--- config.mk ---
export PLATFORM = sky130hd
export DESIGN_NAME = hazard_ctrl
export DESIGN_NICKNAME = d
export VERILOG_FILES = /design/src/rtl/hazard_pkg.sv /design/src/rtl/md_busy_ctr.sv /design/src/rtl/hazard_ctrl.sv
export SDC_FILE = /design/constraint.sdc
export NUM_CORES = 1
export LEC_CHECK = 0
export CAP_MARGIN = 20
export CORE_AREA = 2 2 104 106
export CTS_CLUSTER_DIAMETER = 150
export CTS_CLUSTER_SIZE = 12
export DETAILED_ROUTE_END_ITERATION = 10
export DIE_AREA = 0 0 106 108
export SKIP_LAST_GASP = 1
export SYNTH_ARGS = -nofsm -noshare
export SYNTH_HDL_FRONTEND = slang
export SYNTH_HIERARCHICAL = 1
export SYNTH_SLANG_ARGS = --single-unit
--- constraint.sdc ---
create_clock -name clk -period 3.6 [get_ports clk]
set_clock_uncertainty 0.1 [all_clocks]
set_input_delay 0.36 -clock clk [delete_from_list [all_inputs] [get_ports clk]]
set_output_delay 0.36 -clock clk [all_outputs]
set_load 0.03 [all_outputs]
--- src/rtl/hazard_pkg.sv ---
// Shared encodings and helpers for the pipeline hazard unit.
package hazard_pkg;

    // Operand source select: register file, or bypass from the E, M or W stage.
    typedef enum logic [1:0] {
        FWD_RF = 2'd0,
        FWD_E  = 2'd1,
        FWD_M  = 2'd2,
        FWD_W  = 2'd3
    } fwd_sel_e;

    // Common width that T_use/T_new fields are widened to before comparing.
    localparam int TMAX_W = 16;

    // True when the producer will not have its result in time for the consumer.
    function automatic logic tnew_late(input logic [TMAX_W-1:0] tnew,
                                       input logic [TMAX_W-1:0] tuse);
        return tnew > tuse;
    endfunction

endpackage

--- src/rtl/md_busy_ctr.sv ---
// Busy tracker for the multi-cycle multiply/divide unit.
module md_busy_ctr #(
    parameter int MULT_CYC = 5,
    parameter int DIV_CYC  = 10
) (
    input  logic clk,
    input  logic reset,
    input  logic start,
    input  logic is_div,
    output logic md_busy
);

    localparam int MAX_CYC = (DIV_CYC > MULT_CYC) ? DIV_CYC : MULT_CYC;
    localparam int CW      = $clog2(MAX_CYC + 1);

    logic [CW-1:0] cnt;

    // Load on a start while idle, count down while busy; a start during busy is dropped.
    always_ff @(posedge clk or posedge reset) begin
        if (reset) begin
            cnt <= '0;
        end else if (cnt != '0) begin
            cnt <= cnt - CW'(1);
        end else if (start) begin
            cnt <= is_div ? CW'(DIV_CYC) : CW'(MULT_CYC);
        end
    end

    assign md_busy = (cnt != '0);

endmodule

--- src/rtl/hazard_ctrl.sv ---
// Hazard unit: D-stage stall, E-stage flush, operand forward selects and stall counter.
module hazard_ctrl
    import hazard_pkg::*;
#(
    parameter int AW       = 5,
    parameter int TW       = 3,
    parameter int MULT_CYC = 5,
    parameter int DIV_CYC  = 10,
    parameter int CNT_W    = 32
) (
    input  logic             clk,
    input  logic             reset,
    input  logic [AW-1:0]    D_rs,
    input  logic [AW-1:0]    D_rt,
    input  logic [TW-1:0]    D_rs_tuse,
    input  logic [TW-1:0]    D_rt_tuse,
    input  logic [AW-1:0]    E_rs,
    input  logic [AW-1:0]    E_rt,
    input  logic [AW-1:0]    M_rt,
    input  logic [AW-1:0]    E_dst,
    input  logic [AW-1:0]    M_dst,
    input  logic [AW-1:0]    W_dst,
    input  logic [TW-1:0]    E_tnew,
    input  logic [TW-1:0]    M_tnew,
    input  logic [TW-1:0]    W_tnew,
    input  logic             E_we,
    input  logic             M_we,
    input  logic             W_we,
    input  logic             E_md_start,
    input  logic             E_md_div,
    input  logic             D_md_use,
    output logic [1:0]       fwd_d_rs,
    output logic [1:0]       fwd_d_rt,
    output logic [1:0]       fwd_e_a,
    output logic [1:0]       fwd_e_b,
    output logic [1:0]       fwd_m_wd,
    output logic             stall,
    output logic             e_flush,
    output logic             md_busy,
    output logic [CNT_W-1:0] stall_cnt
);

    // A producer feeds a source only for a real (non-zero) register it is writing.
    function automatic logic hit(input logic [AW-1:0] src,
                                 input logic [AW-1:0] dst,
                                 input logic          we);
        return (src != '0) && (src == dst) && we;
    endfunction

    // Nearest matching stage decides; a not-yet-ready nearest match falls back to RF.
    function automatic fwd_sel_e pick(input logic me, input logic mm, input logic mw,
                                      input logic e_rdy, input logic m_rdy,
                                      input logic w_rdy);
        if (me) return e_rdy ? FWD_E : FWD_RF;
        if (mm) return m_rdy ? FWD_M : FWD_RF;
        if (mw) return w_rdy ? FWD_W : FWD_RF;
        return FWD_RF;
    endfunction

    // Stall when the nearest in-flight producer is later than the consumer's need.
    function automatic logic src_stall(input logic me, input logic mm,
                                       input logic [TW-1:0] tuse,
                                       input logic [TW-1:0] etnew,
                                       input logic [TW-1:0] mtnew);
        if (me) return tnew_late(TMAX_W'(etnew), TMAX_W'(tuse));
        if (mm) return tnew_late(TMAX_W'(mtnew), TMAX_W'(tuse));
        return 1'b0;
    endfunction

    logic rs_e, rs_m, rs_w, rt_e, rt_m, rt_w;
    logic ea_m, ea_w, eb_m, eb_w, wd_w;
    logic e_rdy, m_rdy, w_rdy;
    logic reg_stall, md_stall;

    assign rs_e = hit(D_rs, E_dst, E_we);
    assign rs_m = hit(D_rs, M_dst, M_we);
    assign rs_w = hit(D_rs, W_dst, W_we);
    assign rt_e = hit(D_rt, E_dst, E_we);
    assign rt_m = hit(D_rt, M_dst, M_we);
    assign rt_w = hit(D_rt, W_dst, W_we);
    assign ea_m = hit(E_rs, M_dst, M_we);
    assign ea_w = hit(E_rs, W_dst, W_we);
    assign eb_m = hit(E_rt, M_dst, M_we);
    assign eb_w = hit(E_rt, W_dst, W_we);
    assign wd_w = hit(M_rt, W_dst, W_we);

    assign e_rdy = (E_tnew == '0);
    assign m_rdy = (M_tnew == '0);
    assign w_rdy = (W_tnew == '0);

    assign fwd_d_rs = pick(rs_e, rs_m, rs_w, e_rdy, m_rdy, w_rdy);
    assign fwd_d_rt = pick(rt_e, rt_m, rt_w, e_rdy, m_rdy, w_rdy);
    assign fwd_e_a  = pick(1'b0, ea_m, ea_w, 1'b0, m_rdy, w_rdy);
    assign fwd_e_b  = pick(1'b0, eb_m, eb_w, 1'b0, m_rdy, w_rdy);
    assign fwd_m_wd = pick(1'b0, 1'b0, wd_w, 1'b0, 1'b0, w_rdy);

    assign reg_stall = src_stall(rs_e, rs_m, D_rs_tuse, E_tnew, M_tnew)
                     | src_stall(rt_e, rt_m, D_rt_tuse, E_tnew, M_tnew);

    md_busy_ctr #(
        .MULT_CYC (MULT_CYC),
        .DIV_CYC  (DIV_CYC)
    ) u_md_busy_ctr (
        .clk     (clk),
        .reset   (reset),
        .start   (E_md_start),
        .is_div  (E_md_div),
        .md_busy (md_busy)
    );

    // The start cycle itself also blocks HI/LO users, before the counter is loaded.
    assign md_stall = D_md_use & (E_md_start | md_busy);
    assign stall    = reg_stall | md_stall;
    assign e_flush  = stall;

    // Count stalled cycles, saturating at all-ones.
    always_ff @(posedge clk or posedge reset) begin
        if (reset) begin
            stall_cnt <= '0;
        end else if (stall && (stall_cnt != '1)) begin
            stall_cnt <= stall_cnt + CNT_W'(1);
        end
    end

endmodule
==> results.py <==
metrics = {
    "floorplan": {
        "ios": 108,
        "rows": 37,
        "die-width_um": 106,
        "start_util_pct": 29.77,
        "die_y_um": 108,
        "die_area_sq_um": 11450,
        "coreArea_sq_um": 10230,
    },
    "route": {
        "drc": 0,
        "viasPerCell": 4.870,
        "drt_first_pass_iters": 4,
        "drt-initial-drc-count": 76,
        "routedWlPerCell_um": 14.49,
        "num_vias": 2844,
        "ant_nets": 0,
        "wl_um": 8464,
    },
    "yosys": {
        "postSynthCellCount": 333,
        "ys_async_sr_fraction_pct": 100.0,
        "synth_cell_types": 41,
        "synth-main-ff-cell": "dfrtp_1",
        "seq_area_frac_synth_pct": 29.58,
        "syn_avg_cell_area_sq_um": 9.145,
        "syn_area_sq_um": 3045,
        "synth-edff-count": 0,
        "ys_ff_latch": 36,
        "syn_nets": 410,
        "yosys_warnings": 6,
    },
    "clocking": {
        "hold_buffers": 0,
        "path_clk_slew_ns": 0.07,
        "clock_latency_ns": 0.29,
        "htreeDepth": 2,
        "cts_tree": "done",
        "postCtsSetupBuffers": 0,
        "cts_resized": 0,
        "root_buffer": "clkbuf_8",
        "cts_sinks": 36,
        "cts.path.max_buffers": 2,
        "cts_buffers": 5,
    },
    "setup_path": {
        "rrSetupSlack_ns": 0.87,
        "cp_max_fo": 3,
        "crit_type": "in2out",
        "startpoint_type": "input pin",
        "end_kind": "primary output",
        "arrival_ns": 3.02,
        "r2r-end": "stall_cnt[20]",
        "r2r-start": "u_md_busy_ctr/cnt[0]",
        "ff2ff_path_depth": 10,
        "worstPathRequired_ns": 3.14,
    },
    "timing": {
        "min_period_ns": 3.479,
        "finalSetupViolations": 0,
        "holdWs_ns": 0.2117,
        "slew-limit-headroom_pct": 45.14,
        "worst_slack_ns": 0.1213,
        "worstMarginPinSlew_ns": 0.8198,
        "max_freq_ghz": 0.2875,
        "rsz0062_at_grt": "no",
        "finalHoldViolCount": 0,
        "tns_ns": 0,
        "fin_crit_sh_pct": 96.63,
        "slew_viol_final": 0,
    },
    "placement": {
        "dpl_worst_slack_ns": 0.1506,
        "placedInstanceArea_sq_um": 4315,
        "dp_hpwl_um": 7083,
        "gp_congestion": 0.8527,
        "port_buffers": 107,
    },
    "layout": {
        "fillerInstances": 1002,
        "syn_to_final_growth_pct": 45.36,
        "n_antenna_cell": 0,
        "drive_gt1_share_pct": 10.71,
        "final_nets": 524,
        "fin_area_sq_um": 4427,
        "fin_util_pct": 43.27,
    },
    "global_routing": {
        "grt_pass1_vias": 2999,
        "grt_usage_pct": 15.45,
        "antenna_found_initial": 0,
        "grt_max_degree": 33,
        "overflow": 0,
        "grt_pass1_wl_um": 14480,
    },
    "power": {
        "power.density_nw_per_um2": 365.6,
        "seq_power_share_pct": 36.3,
        "power_switching_share_pct": 37.09,
        "p_comb_share_pct": 42.0,
        "power_frac_clock_pct": 21.7,
        "leakagePower_nw": 1.750,
        "p_sw_w": 0.0006003,
        "p_int_w": 0.001018,
        "vdd_drop_max_uv": 289.3,
    },
    "run": {
        "maxCapViolations": 0,
    },
    "min_path": {
        "min_path_type": "in2async",
    },
    "run_status": {
        "status": "complete, no violations",
    },
}
==> synthesized netlist by cell type, types with 3 or more instances <==
library cell  count  area share (%)
dfrtp_1          36              30
nor4_2           10             4.1
nand2_1          24             3.0
nand3_1          13             2.1
inv_1            18             2.2
mux2i_1           3            0.99
nand4_1          18             3.7
nor2b_1           7             1.4
xnor2_1          53              15
clkbuf_1          9             1.1
nor2_1           14             1.7
xor2_1           31             8.9
nor4b_2           6             3.0
ha_1             14             5.8
nor4_1            5             1.0
and3_1            6             1.2
or4_1             5             1.2
o21ai_0           7             1.2
a21oi_1           7             1.2
a32oi_1           3            0.86
nor3_1           15             2.5
==> power groups by stage <==
| stage | combinational [W] | clock, W | sequential, W |
|---|---|---|---|
| 2_1_floorplan | 0.000294 | 0 | 0.000686 |
| 4_1_cts | 0.000687 | 0.000366 | 0.000588 |
| 5_1_grt | 0.000741 | 0.000381 | 0.000602 |
| 6_report | 0.000680 | 0.000352 | 0.000587 |
| 3_5_place_dp | 0.000685 | 0 | 0.000595 |
| 3_3_place_gp | 0.000663 | 0 | 0.000592 |
==> worst max-delay path by stage <==
stage	start	end	slack, ns
CTS	D_rt[1]	fwd_d_rt[1]	0.14
global route	D_rs[1]	fwd_d_rs[1]	0.07
global placement	D_rt[1]	fwd_d_rt[1]	0.18
finish	D_rt[1]	fwd_d_rt[1]	0.12
floorplan	W_tnew[1]	fwd_m_wd[1]	0.70
detailed placement	D_rt[1]	fwd_d_rt[1]	0.15
==> metrics by stage <==
step                       power, W  instances
after detailed placement   0.001280        576
after CTS                  0.001641        584
after global placement     0.001255        576
after global routing       0.001724        584
after floorplan           0.0009795        333
final                      0.001619        584
==> routing by layer <==
layer	up-vias	track usage [%]	wire [um]
li1	1395	-	-
met4	0	3.665	108
met1	1347	20.06	3853
met5	-	0	0
met2	90	27.19	4061
met3	12	2.230	441
==> logic make-up (layout without fill, tap and decap cells) <==
group / Yosys count / after routing / share of synthesized area, %
XOR/XNOR: 84 / 84 / 24.16
multiplexers: 5 / 5 / 1.726
AND/OR/NAND/NOR: 137 / 137 / 29.09
buffers and inverters: 34 / 149 / 4.971
adder cells (fa/ha/maj): 14 / 14 / 5.752
AO/OA/AOI/OAI: 23 / 23 / 4.724
flip-flops: 36 / 36 / 29.58
==> layout make-up <==
class / instances / area, sq um / share of cell area [%]
clock inverter: 3 / 42.54 / 0.9610
clock buffer: 5 / 68.82 / 1.555
inverter: 20 / 75.07 / 1.696
timing repair buffer: 121 / 1176 / 26.57
multi-input combinational: 263 / 1993 / 45.03
sequential: 36 / 900.9 / 20.35
tap: 136 / 170.2 / 3.844
==> sequential cells by signal, indices dropped and copies added (netlist names) <==
signal / flops
stall_cnt: 32
u_md_busy_ctr/cnt: 4
==> placed cells by master, fill, tap and decap left out, types with 7 or more instances in the layout <==
cell             Yosys  routed
nor4_2              10      10
a21oi_1              7       7
ha_1                14      14
nand3_1             13      13
dfrtp_1             36      36
buf_4                2      14
xnor2_1             53      53
nand2_1             24      24
nor3_1              15      15
o21ai_0              7       7
nor2_1              14      14
nand4_1             18      18
clkdlybuf4s50_1      0     107
nor2b_1              7       7
xor2_1              31      31
inv_1               18      18
==> critical path, cell delays in order <==
cell	delay [ns]
clkdlybuf4s50_1	0.42
or4_4	0.55
nor2_4	0.13
nor3_1	0.09
or4_1	0.56
a21oi_1	0.20
clkdlybuf4s50_1	0.70
Note: power is estimated with default switching activity, not from simulation.
